### src/rtl/calc_sched_pkg.sv
// Shared types and defaults for the calc_new_parameters axis scheduler.
package calc_sched_pkg;

  localparam int unsigned N_AXES_DEF   = 5;
  localparam int unsigned N_PARAMS_DEF = 5;
  localparam int unsigned WIDTH_DEF    = 32;

  localparam int unsigned AX_X  = 0;
  localparam int unsigned AX_Y  = 1;
  localparam int unsigned AX_Z  = 2;
  localparam int unsigned AX_E0 = 3;
  localparam int unsigned AX_E1 = 4;

  typedef enum logic [1:0] {
    IDLE     = 2'd0,
    WAIT_FIN = 2'd1,
    GAP      = 2'd2,
    DONE     = 2'd3
  } state_t;

  // Bits needed to hold values 0..n-1, never less than one.
  function automatic int unsigned idx_w(input int unsigned n);
    return (n > 1) ? $clog2(n) : 1;
  endfunction

endpackage

### src/rtl/calc_sched_next_axis.sv
// Priority finder: lowest enabled axis above base (or at base when inclusive).
module calc_sched_next_axis
  import calc_sched_pkg::*;
#(
  parameter int unsigned N_AXES = N_AXES_DEF,
  localparam int unsigned AXW   = idx_w(N_AXES)
) (
  input  logic [N_AXES-1:0] mask,
  input  logic [AXW-1:0]    base,
  input  logic              inclusive,
  output logic [AXW-1:0]    idx_c,
  output logic              none_c
);

  // Scan downwards so the lowest qualifying index is the last one written.
  always_comb begin
    idx_c  = '0;
    none_c = 1'b1;
    for (int i = int'(N_AXES) - 1; i >= 0; i--) begin
      if (mask[i] && ((i > int'(base)) || (inclusive && (i == int'(base))))) begin
        idx_c  = AXW'(i);
        none_c = 1'b0;
      end
    end
  end

endmodule

### src/rtl/calc_params_scheduler.sv
// Time-shares one external parameter calculator across N_AXES parameter sets,
// issuing enabled axes in ascending order with a level start/finish handshake.
module calc_params_scheduler
  import calc_sched_pkg::*;
#(
  parameter int unsigned N_AXES     = N_AXES_DEF,
  parameter int unsigned N_PARAMS   = N_PARAMS_DEF,
  parameter int unsigned WIDTH      = WIDTH_DEF,
  parameter int unsigned GAP_CYCLES = 20,
  parameter int unsigned TIMEOUT    = 65535,
  localparam int unsigned AXW       = idx_w(N_AXES)
) (
  input  logic                                     clk,
  input  logic                                     reset,
  input  logic                                     start,
  input  logic [N_AXES-1:0]                        axis_en,
  input  logic [N_AXES-1:0][N_PARAMS-1:0][WIDTH-1:0] params,
  output logic                                     cu_start,
  output logic [N_PARAMS-1:0][WIDTH-1:0]           cu_params,
  input  logic                                     cu_finish,
  input  logic [N_PARAMS-1:0][WIDTH-1:0]           cu_new_par,
  output logic [N_AXES-1:0][N_PARAMS-1:0][WIDTH-1:0] new_par,
  output logic                                     busy,
  output logic                                     finish,
  output logic                                     done,
  output logic [N_AXES-1:0]                        axis_done,
  output logic [N_AXES-1:0]                        axis_err,
  output logic [AXW-1:0]                           cur_axis
);

  localparam int unsigned TW = idx_w(TIMEOUT + 1);
  localparam int unsigned GW = idx_w(GAP_CYCLES + 1);

  state_t          state_q, state_d;
  logic [N_AXES-1:0] en_q, en_d;
  logic [TW-1:0]   timer_q, timer_d;
  logic [GW-1:0]   gap_q, gap_d;

  logic                                      cu_start_d;
  logic [N_PARAMS-1:0][WIDTH-1:0]            cu_params_d;
  logic [N_AXES-1:0][N_PARAMS-1:0][WIDTH-1:0] new_par_d;
  logic                                      busy_d, finish_d, done_d;
  logic [N_AXES-1:0]                         axis_done_d, axis_err_d;
  logic [AXW-1:0]                            cur_axis_d;

  logic [N_AXES-1:0] find_mask;
  logic [AXW-1:0]    find_base;
  logic              find_incl;
  logic [AXW-1:0]    nx_idx;
  logic              nx_none;
  logic              timeout_c;

  // In IDLE the first axis comes from the live enables; afterwards from the latched mask.
  assign find_mask = (state_q == IDLE) ? axis_en : en_q;
  assign find_base = (state_q == IDLE) ? '0 : cur_axis;
  assign find_incl = (state_q == IDLE);

  calc_sched_next_axis #(.N_AXES(N_AXES)) u_next (
    .mask      (find_mask),
    .base      (find_base),
    .inclusive (find_incl),
    .idx_c     (nx_idx),
    .none_c    (nx_none)
  );

  assign timeout_c = (TIMEOUT != 0) && (timer_q == TW'(TIMEOUT - 1));

  always_ff @(posedge clk) begin
    if (reset) begin
      state_q   <= IDLE;
      en_q      <= '0;
      timer_q   <= '0;
      gap_q     <= '0;
      cu_start  <= 1'b0;
      cu_params <= '0;
      new_par   <= '0;
      busy      <= 1'b0;
      finish    <= 1'b0;
      done      <= 1'b0;
      axis_done <= '0;
      axis_err  <= '0;
      cur_axis  <= '0;
    end else begin
      state_q   <= state_d;
      en_q      <= en_d;
      timer_q   <= timer_d;
      gap_q     <= gap_d;
      cu_start  <= cu_start_d;
      cu_params <= cu_params_d;
      new_par   <= new_par_d;
      busy      <= busy_d;
      finish    <= finish_d;
      done      <= done_d;
      axis_done <= axis_done_d;
      axis_err  <= axis_err_d;
      cur_axis  <= cur_axis_d;
    end
  end

  always_comb begin
    state_d     = state_q;
    en_d        = en_q;
    timer_d     = timer_q;
    gap_d       = gap_q;
    cu_start_d  = cu_start;
    cu_params_d = cu_params;
    new_par_d   = new_par;
    busy_d      = busy;
    finish_d    = finish;
    done_d      = 1'b0;
    axis_done_d = axis_done;
    axis_err_d  = axis_err;
    cur_axis_d  = cur_axis;

    unique case (state_q)
      IDLE: begin
        if (start) begin
          en_d        = axis_en;
          axis_done_d = '0;
          axis_err_d  = '0;
          for (int a = 0; a < int'(N_AXES); a++) begin
            if (!axis_en[a]) new_par_d[a] = params[a];
          end
          if (nx_none) begin
            state_d  = DONE;
            finish_d = 1'b1;
            done_d   = 1'b1;
            busy_d   = 1'b0;
          end else begin
            busy_d      = 1'b1;
            cur_axis_d  = nx_idx;
            cu_params_d = params[nx_idx];
            cu_start_d  = 1'b1;
            timer_d     = '0;
            state_d     = WAIT_FIN;
          end
        end
      end

      WAIT_FIN: begin
        if (!start) begin
          state_d    = IDLE;
          cu_start_d = 1'b0;
          busy_d     = 1'b0;
        end else if (cu_finish || timeout_c) begin
          // A result arriving on the expiry cycle still counts as a success.
          cu_start_d = 1'b0;
          gap_d      = '0;
          if (cu_finish) begin
            new_par_d[cur_axis]   = cu_new_par;
            axis_done_d[cur_axis] = 1'b1;
          end else begin
            axis_err_d[cur_axis] = 1'b1;
          end
          if (nx_none) begin
            state_d  = DONE;
            finish_d = 1'b1;
            done_d   = 1'b1;
            busy_d   = 1'b0;
          end else begin
            state_d = GAP;
          end
        end else if (timer_q != '1) begin
          timer_d = timer_q + TW'(1);
        end
      end

      GAP: begin
        if (!start) begin
          state_d    = IDLE;
          cu_start_d = 1'b0;
          busy_d     = 1'b0;
        end else if ((gap_q == GW'(GAP_CYCLES)) && !cu_finish) begin
          cur_axis_d  = nx_idx;
          cu_params_d = params[nx_idx];
          cu_start_d  = 1'b1;
          timer_d     = '0;
          state_d     = WAIT_FIN;
        end else if (gap_q != GW'(GAP_CYCLES)) begin
          gap_d = gap_q + GW'(1);
        end
      end

      DONE: begin
        if (!start) begin
          state_d  = IDLE;
          finish_d = 1'b0;
        end
      end

      default: state_d = IDLE;
    endcase
  end

endmodule

### config.mk
export PLATFORM = sky130hd
export DESIGN_NAME = calc_params_scheduler
export DESIGN_NICKNAME = d
export VERILOG_FILES = /design/src/rtl/calc_sched_pkg.sv /design/src/rtl/calc_sched_next_axis.sv /design/src/rtl/calc_params_scheduler.sv
export SDC_FILE = /design/constraint.sdc
export NUM_CORES = 2
export LEC_CHECK = 0
export CAP_MARGIN = 20
export CORE_AREA = 2 2 750 752
export CTS_CLUSTER_DIAMETER = 150
export CTS_CLUSTER_SIZE = 28
export DETAILED_ROUTE_END_ITERATION = 6
export DIE_AREA = 0 0 752 754
export PLACE_DENSITY = 0.3
export SYNTH_ARGS = -nofsm -noshare
export SYNTH_HDL_FRONTEND = slang
export SYNTH_SLANG_ARGS = --single-unit
### constraint.sdc
create_clock -name clk -period 4.8 [get_ports clk]
set_input_delay 0.72 -clock clk [delete_from_list [all_inputs] [get_ports clk]]
set_output_delay 0.72 -clock clk [all_outputs]
set_load 0.01 [all_outputs]
* Yosys cells after proc, flatten, opt, wreduce, memory -nomap -nowiden
Index checks and enable logic that the tools add are counted.
** Operators by class
- Multipliers :: 0
- Divide/modulo/power cells :: 0
- Reductions and logical operators :: 40
- Magnitude comparators :: 7
- Add/subtract/negate cells :: 2
- Shift operators :: 0
- Eq/ne operators :: 33
- Bitwise operators :: 2
- Mux-type cells :: 95
** Operators by type and width (number)
- $mux W800 :: 4
- $mux W160 :: 11
- $pmux W800 S2 :: 1
- $bwmux W800 :: 1
- $bmux W160 S3 :: 1
- $demux W160 S3 :: 1
- $pmux W160 S2 :: 1
- $mux W16 :: 7
- $mux W5 :: 13
- $pmux W16 S3 :: 1
- $ne A2 B2 Y1 const B :: 19
- $reduce_and A6 Y1 :: 6
- $mux W3 :: 10
- $pmux W5 S2 :: 3
- $reduce_and A5 Y1 :: 6
- $mux W1 :: 27
- $add A16 B1 Y16 const B :: 1
- $eq A16 B16 Y1 const B :: 1
- $ne A16 B16 Y1 const B :: 1
- $mux W2 :: 7
- $logic_and A1 B1 Y1 :: 12
- $or A5 B5 Y5 :: 2
- $eq A3 B3 Y1 const A :: 3
- $ne A3 B3 Y1 const B :: 3
- 25 further kinds :: 37
** Word-level totals
- Word-level logic and storage cells :: 220
- RAM bits :: 0
- Input bits :: 969
- Flip-flop bits (word level) :: 1005
- Memories kept :: 0
- Latch bits :: 0
- Bits in read-only memories :: 0

* Depth between registers and ports, before layout
- Depth after elaboration :: 16
- Gate-level depth with buffers :: 12
- Mapped depth without buffers :: 8

* By module
Synthesis repeated with hierarchy kept, for this count alone.
** Second synthesis, totals
- Cell total of the unflattened synthesis :: 5136
- Area, all modules :: 47961.0 µm²
** Modules (own cells, without submodules)
- calc_params_scheduler :: times used 1, cells each 5116, area an instance 47822.1 µm²
- calc_sched_next_axis :: times used 1, cells each 20, area an instance 138.9 µm²

* Least setup slack after synthesis
OpenSTA, ideal clock, no wires.
- Path type :: flip-flop to flip-flop
- Start :: register state_q[0]
- End :: register cu_params[0] (netlist bit)
- Data required time :: 4.713 ns
- Stages on the path, launching flop included :: 11
- Period minus slack after synthesis :: 2.563 ns
- Arrival :: 2.476 ns
- Library setup time :: 0.087 ns
- Setup slack :: 2.237 ns
- Cells stage by stage :: dfxtp_1 > inv_1 > ha_1 > clkbuf_1 > a32oi_1 > nand3_1 > o2bb2ai_1 > clkbuf_1 > clkbuf_1 > a22oi_1 > o31ai_1
** On the way
- Cells in the longest elaborated chain, start to end :: 16
- Elaborated cells between the ends (all ways) :: 50
- Those cells by class :: 4 x order compare; 9 x eq/ne; 19 x mux; 18 x reduce/logical
** Ends and longest elaborated chain
- start, declared :: RTL line calc_params_scheduler.sv:34 : state_t state_q, state_d;
- start signal, assigned :: RTL line calc_params_scheduler.sv:84 : state_q <= state_d;
- parallel branches: the longest is 16 deep, another holds $gt A3 B3 Y1
- end signal, assigned :: RTL line calc_params_scheduler.sv:89 : cu_params <= cu_params_d;
- end, declared :: RTL line calc_params_scheduler.sv:19 : output logic [N_PARAMS-1:0][WIDTH-1:0] cu_params,
Several ways; the timed one is not identified. The select of a mux whose other input is x is not followed.
A chain may end at the register's enable or synchronous reset.

* Worst setup path in the final report
- Start :: register state_q[1]
- End :: register cu_params[101] (netlist bit)
Same word-level chain as after synthesis.

==> flow_summary.toml <==
[status]
status = "finished clean"

[critical_path]
path_cells = "inv_1, ha_1, mux2i_1, o221a_1, nand3_1, nor4_4, buf_12, buf_4, a22oi_1, o31ai_1"
slowest_stage = "ha_1"
reg2reg_depth = 10
crit_type = "flop to flop"
cp_max_fo = 33
start_kind = "flop"
crit_path_end_kind = "flop"
arrival_ps = 4720
cp.required_ps = 5550
cpPeakStageDelay_ps = 660

[synth]
synth_top_flop_cell = "dfxtp_1"
netlist_area_um2 = 45510
async_flop_share_pct = 0
synth_edf_count = 0
synth_cell_types = 61
syn_inst = 5237
ys_warn_count = 0
syn_nets = 6216
ys_seq_elements = 1005
syn_area_per_cell_um2 = 8.690
yosysSeqAreaShare_pct = 44.21

[floorplanning]
rows = 275
io_pins = 1946
die_x_um = 752
die_area_um2 = 567000
core_um2 = 559100
initial_core_util_pct = 8.139
die_h_um = 754

[global_route]
grt_pass1_wl_um = 701300
grt.overflow.total = 0
antenna_found_initial = 387
grt_usage_pct = 19.17
grt_max_degree = 162
grt_pass1_vias = 54530

[finish]
fill_cells = 63660
area_growth_syn_to_layout_pct = 69.84
final_layout_size_suffix_gt1_share_pct = 4.638
layout.nets = 7789
final_util_pct = 13.82

[clock_network]
path_clk_slew_ps = 120
cts_buffers = 71
cts_tree = "yes"
clk_latency_ps = 890
post_cts_resized = 0
cts_hold_buf = 0
cts_sinks = 1005
cts_setup_buffers = 0
cts_max_path_buffers = 4
root_buffer = "clkbuf_16"
cts.htree.levels = 3

[flow_run]
cap_violations = 0

[sta]
fin_skew_ps = 54.56
drv_slew = 0
max_freq_ghz = 0.2520
rsz0062_at_grt = "false"
tns_ps = 0
period_needed_ps = 3968
setup_violations = 0
tightest_slew_ps = 1016
timing.final.crit_share_pct = 82.66
hold_viol = 0
whs_ps = 434.1
slew_headroom_pct = 32.27

[hold_path]
min_path_type = "input port to flop"
hold_path_depth = 2

[route]
drc_errors = 0
via_per_inst = 3.890
drtAntennaViolNets = 0
vias = 56160
wl_per_cell_um = 39.55
wl_um = 570900
drtIter0Drc = 5287
drtPass1Iterations = 6

[power]
p_sw_share_pct = 44.24
p_int_mw = 18.13
finalPower_mw = 32.52
p_seq_share_pct = 32.7
powerDensity_nw_per_um2 = 420.7
irDropWorstVdd_mv = 0.2128
net-switching-power_mw = 14.39
p_clk_share_pct = 24.3
power.leakage_nw = 23.40
combPwrFrac_pct = 43.0

[place]
gp_congestion = 0.9173
io_buffers = 1945
dpl.hpwl_um = 469200
-- placed cells by master (no fill, tap or decap), types with 22 or more instances in the layout --
master / Yosys / layout
diode_2: 0 / 101
nor2_1: 986 / 985
o22a_1: 159 / 159
buf_4: 0 / 91
and2_1: 163 / 163
a22oi_1: 960 / 960
a21oi_1: 38 / 35
clkbuf_16: 0 / 73
clkdlybuf4s50_1: 0 / 1944
a211oi_1: 803 / 803
o31ai_1: 161 / 161
nand3_1: 22 / 22
buf_12: 0 / 78
nand2_1: 23 / 22
o22ai_1: 159 / 159
dfxtp_1: 1005 / 1005
-- stage by stage --
step | cell area (um^2) | worst slack, ps | cells
finish | 77290 | 832.5 | 14440
global route | 77150 | 597.9 | 14380
CTS | 77040 | 857.0 | 14340
detailed placement | 74380 | 921.3 | 14220
global placement | 74350 | 942.7 | 14220
floorplan | 45510 | 2237 | 5237
-- critical path, delay by kind of cell (launching register included) --
family                   cells  cell delay, ps
AO/OA/AOI/OAI                3             560
flip-flops                   1             380
AND/OR/NAND/NOR              2             810
buffers and inverters        3             870
multiplexers                 1             470
adder cells (fa/ha/maj)      1             660
-- worst paths after layout --
path                                  from             end  slack [ps]
worst max-delay path            state_q[1]  cu_params[101]         830
worst min-delay path                 reset            busy         430
worst max register to register  state_q[1]  cu_params[101]         830
worst min register to register     en_q[2]         en_q[2]         470
-- state kept, by name (all words and copies together) (netlist names), 2 cells and up --
signal     flops
axis_err       5
new_par      800
cur_axis       3
en_q           5
timer_q       16
gap_q          5
cu_params    160
axis_done      5
state_q        2
-- cell type report --
cell class,count,area (um^2),share of cell area [%]
sequential,1005,20120,26.03
antenna,101,252.7,0.3270
clock inverter,43,798.3,1.033
timing repair buffer,2115,21750,28.14
tap,7479,9358,12.11
clock buffer,77,1862,2.409
inverter,17,71.32,0.09227
multi-input combinational,3600,23080,29.87
-- power by group through the flow --
stage          Combinational (mW)  Sequential (mW)  Clock (mW)
6_report                     14.0             10.6        7.89
5_1_grt                      14.7             10.8        8.41
4_1_cts                      14.2             10.6        8.32
3_5_place_dp                 14.2             10.8           0
3_3_place_gp                 14.2             10.8           0
2_1_floorplan                4.75             11.1           0
-- metal layers --
metal | up-vias | share of wire [%] | GRT usage (%)
li1 | 23360 | - | -
met1 | 28500 | 38 | 21.54
met2 | 3138 | 47 | 32.22
met3 | 919 | 11 | 8.098
met4 | 246 | 4.5 | 6.886
met5 | - | 0.28 | 0
-- synth_stat cells, types with 4 or more instances --
| cell | instances | area [um^2] |
|---|---|---|
| a22oi_1 | 960 | 7207 |
| dfxtp_1 | 1005 | 20120 |
| and2_1 | 163 | 1020 |
| a31oi_1 | 5 | 31.28 |
| o21ai_0 | 18 | 90.09 |
| nand4_1 | 5 | 31.28 |
| o21ai_1 | 7 | 35.03 |
| o22ai_1 | 159 | 994.7 |
| nor2_1 | 986 | 3701 |
| inv_1 | 17 | 63.81 |
| clkbuf_1 | 532 | 1997 |
| nor3_1 | 4 | 20.02 |
| buf_1 | 9 | 33.78 |
| and3_1 | 8 | 50.05 |
| o211ai_1 | 4 | 30.03 |
| a21oi_1 | 38 | 190.2 |
| nand3_1 | 22 | 110.1 |
| nor2b_1 | 4 | 25.02 |
| or3_1 | 12 | 75.07 |
| a211oi_1 | 803 | 6028 |
| nand2_1 | 23 | 86.33 |
| o31ai_1 | 161 | 1209 |
| a22o_1 | 5 | 43.79 |
| buf_2 | 71 | 355.3 |
| ha_1 | 10 | 125.1 |
| o22a_1 | 159 | 1393 |
-- kinds of logic after synthesis --
family,Yosys count,share of synthesized area [%]
AOI/OAI and AO/OA,2340,38.36
and+or+nand+nor,1242,11.53
DFF,1005,44.21
buffers and inverters,632,5.458
adders and majority gates,10,0.2749
xor gates and xnor gates,4,0.07700
muxes,4,0.09073
No activity file was read; power rests on OpenSTA's default activity.
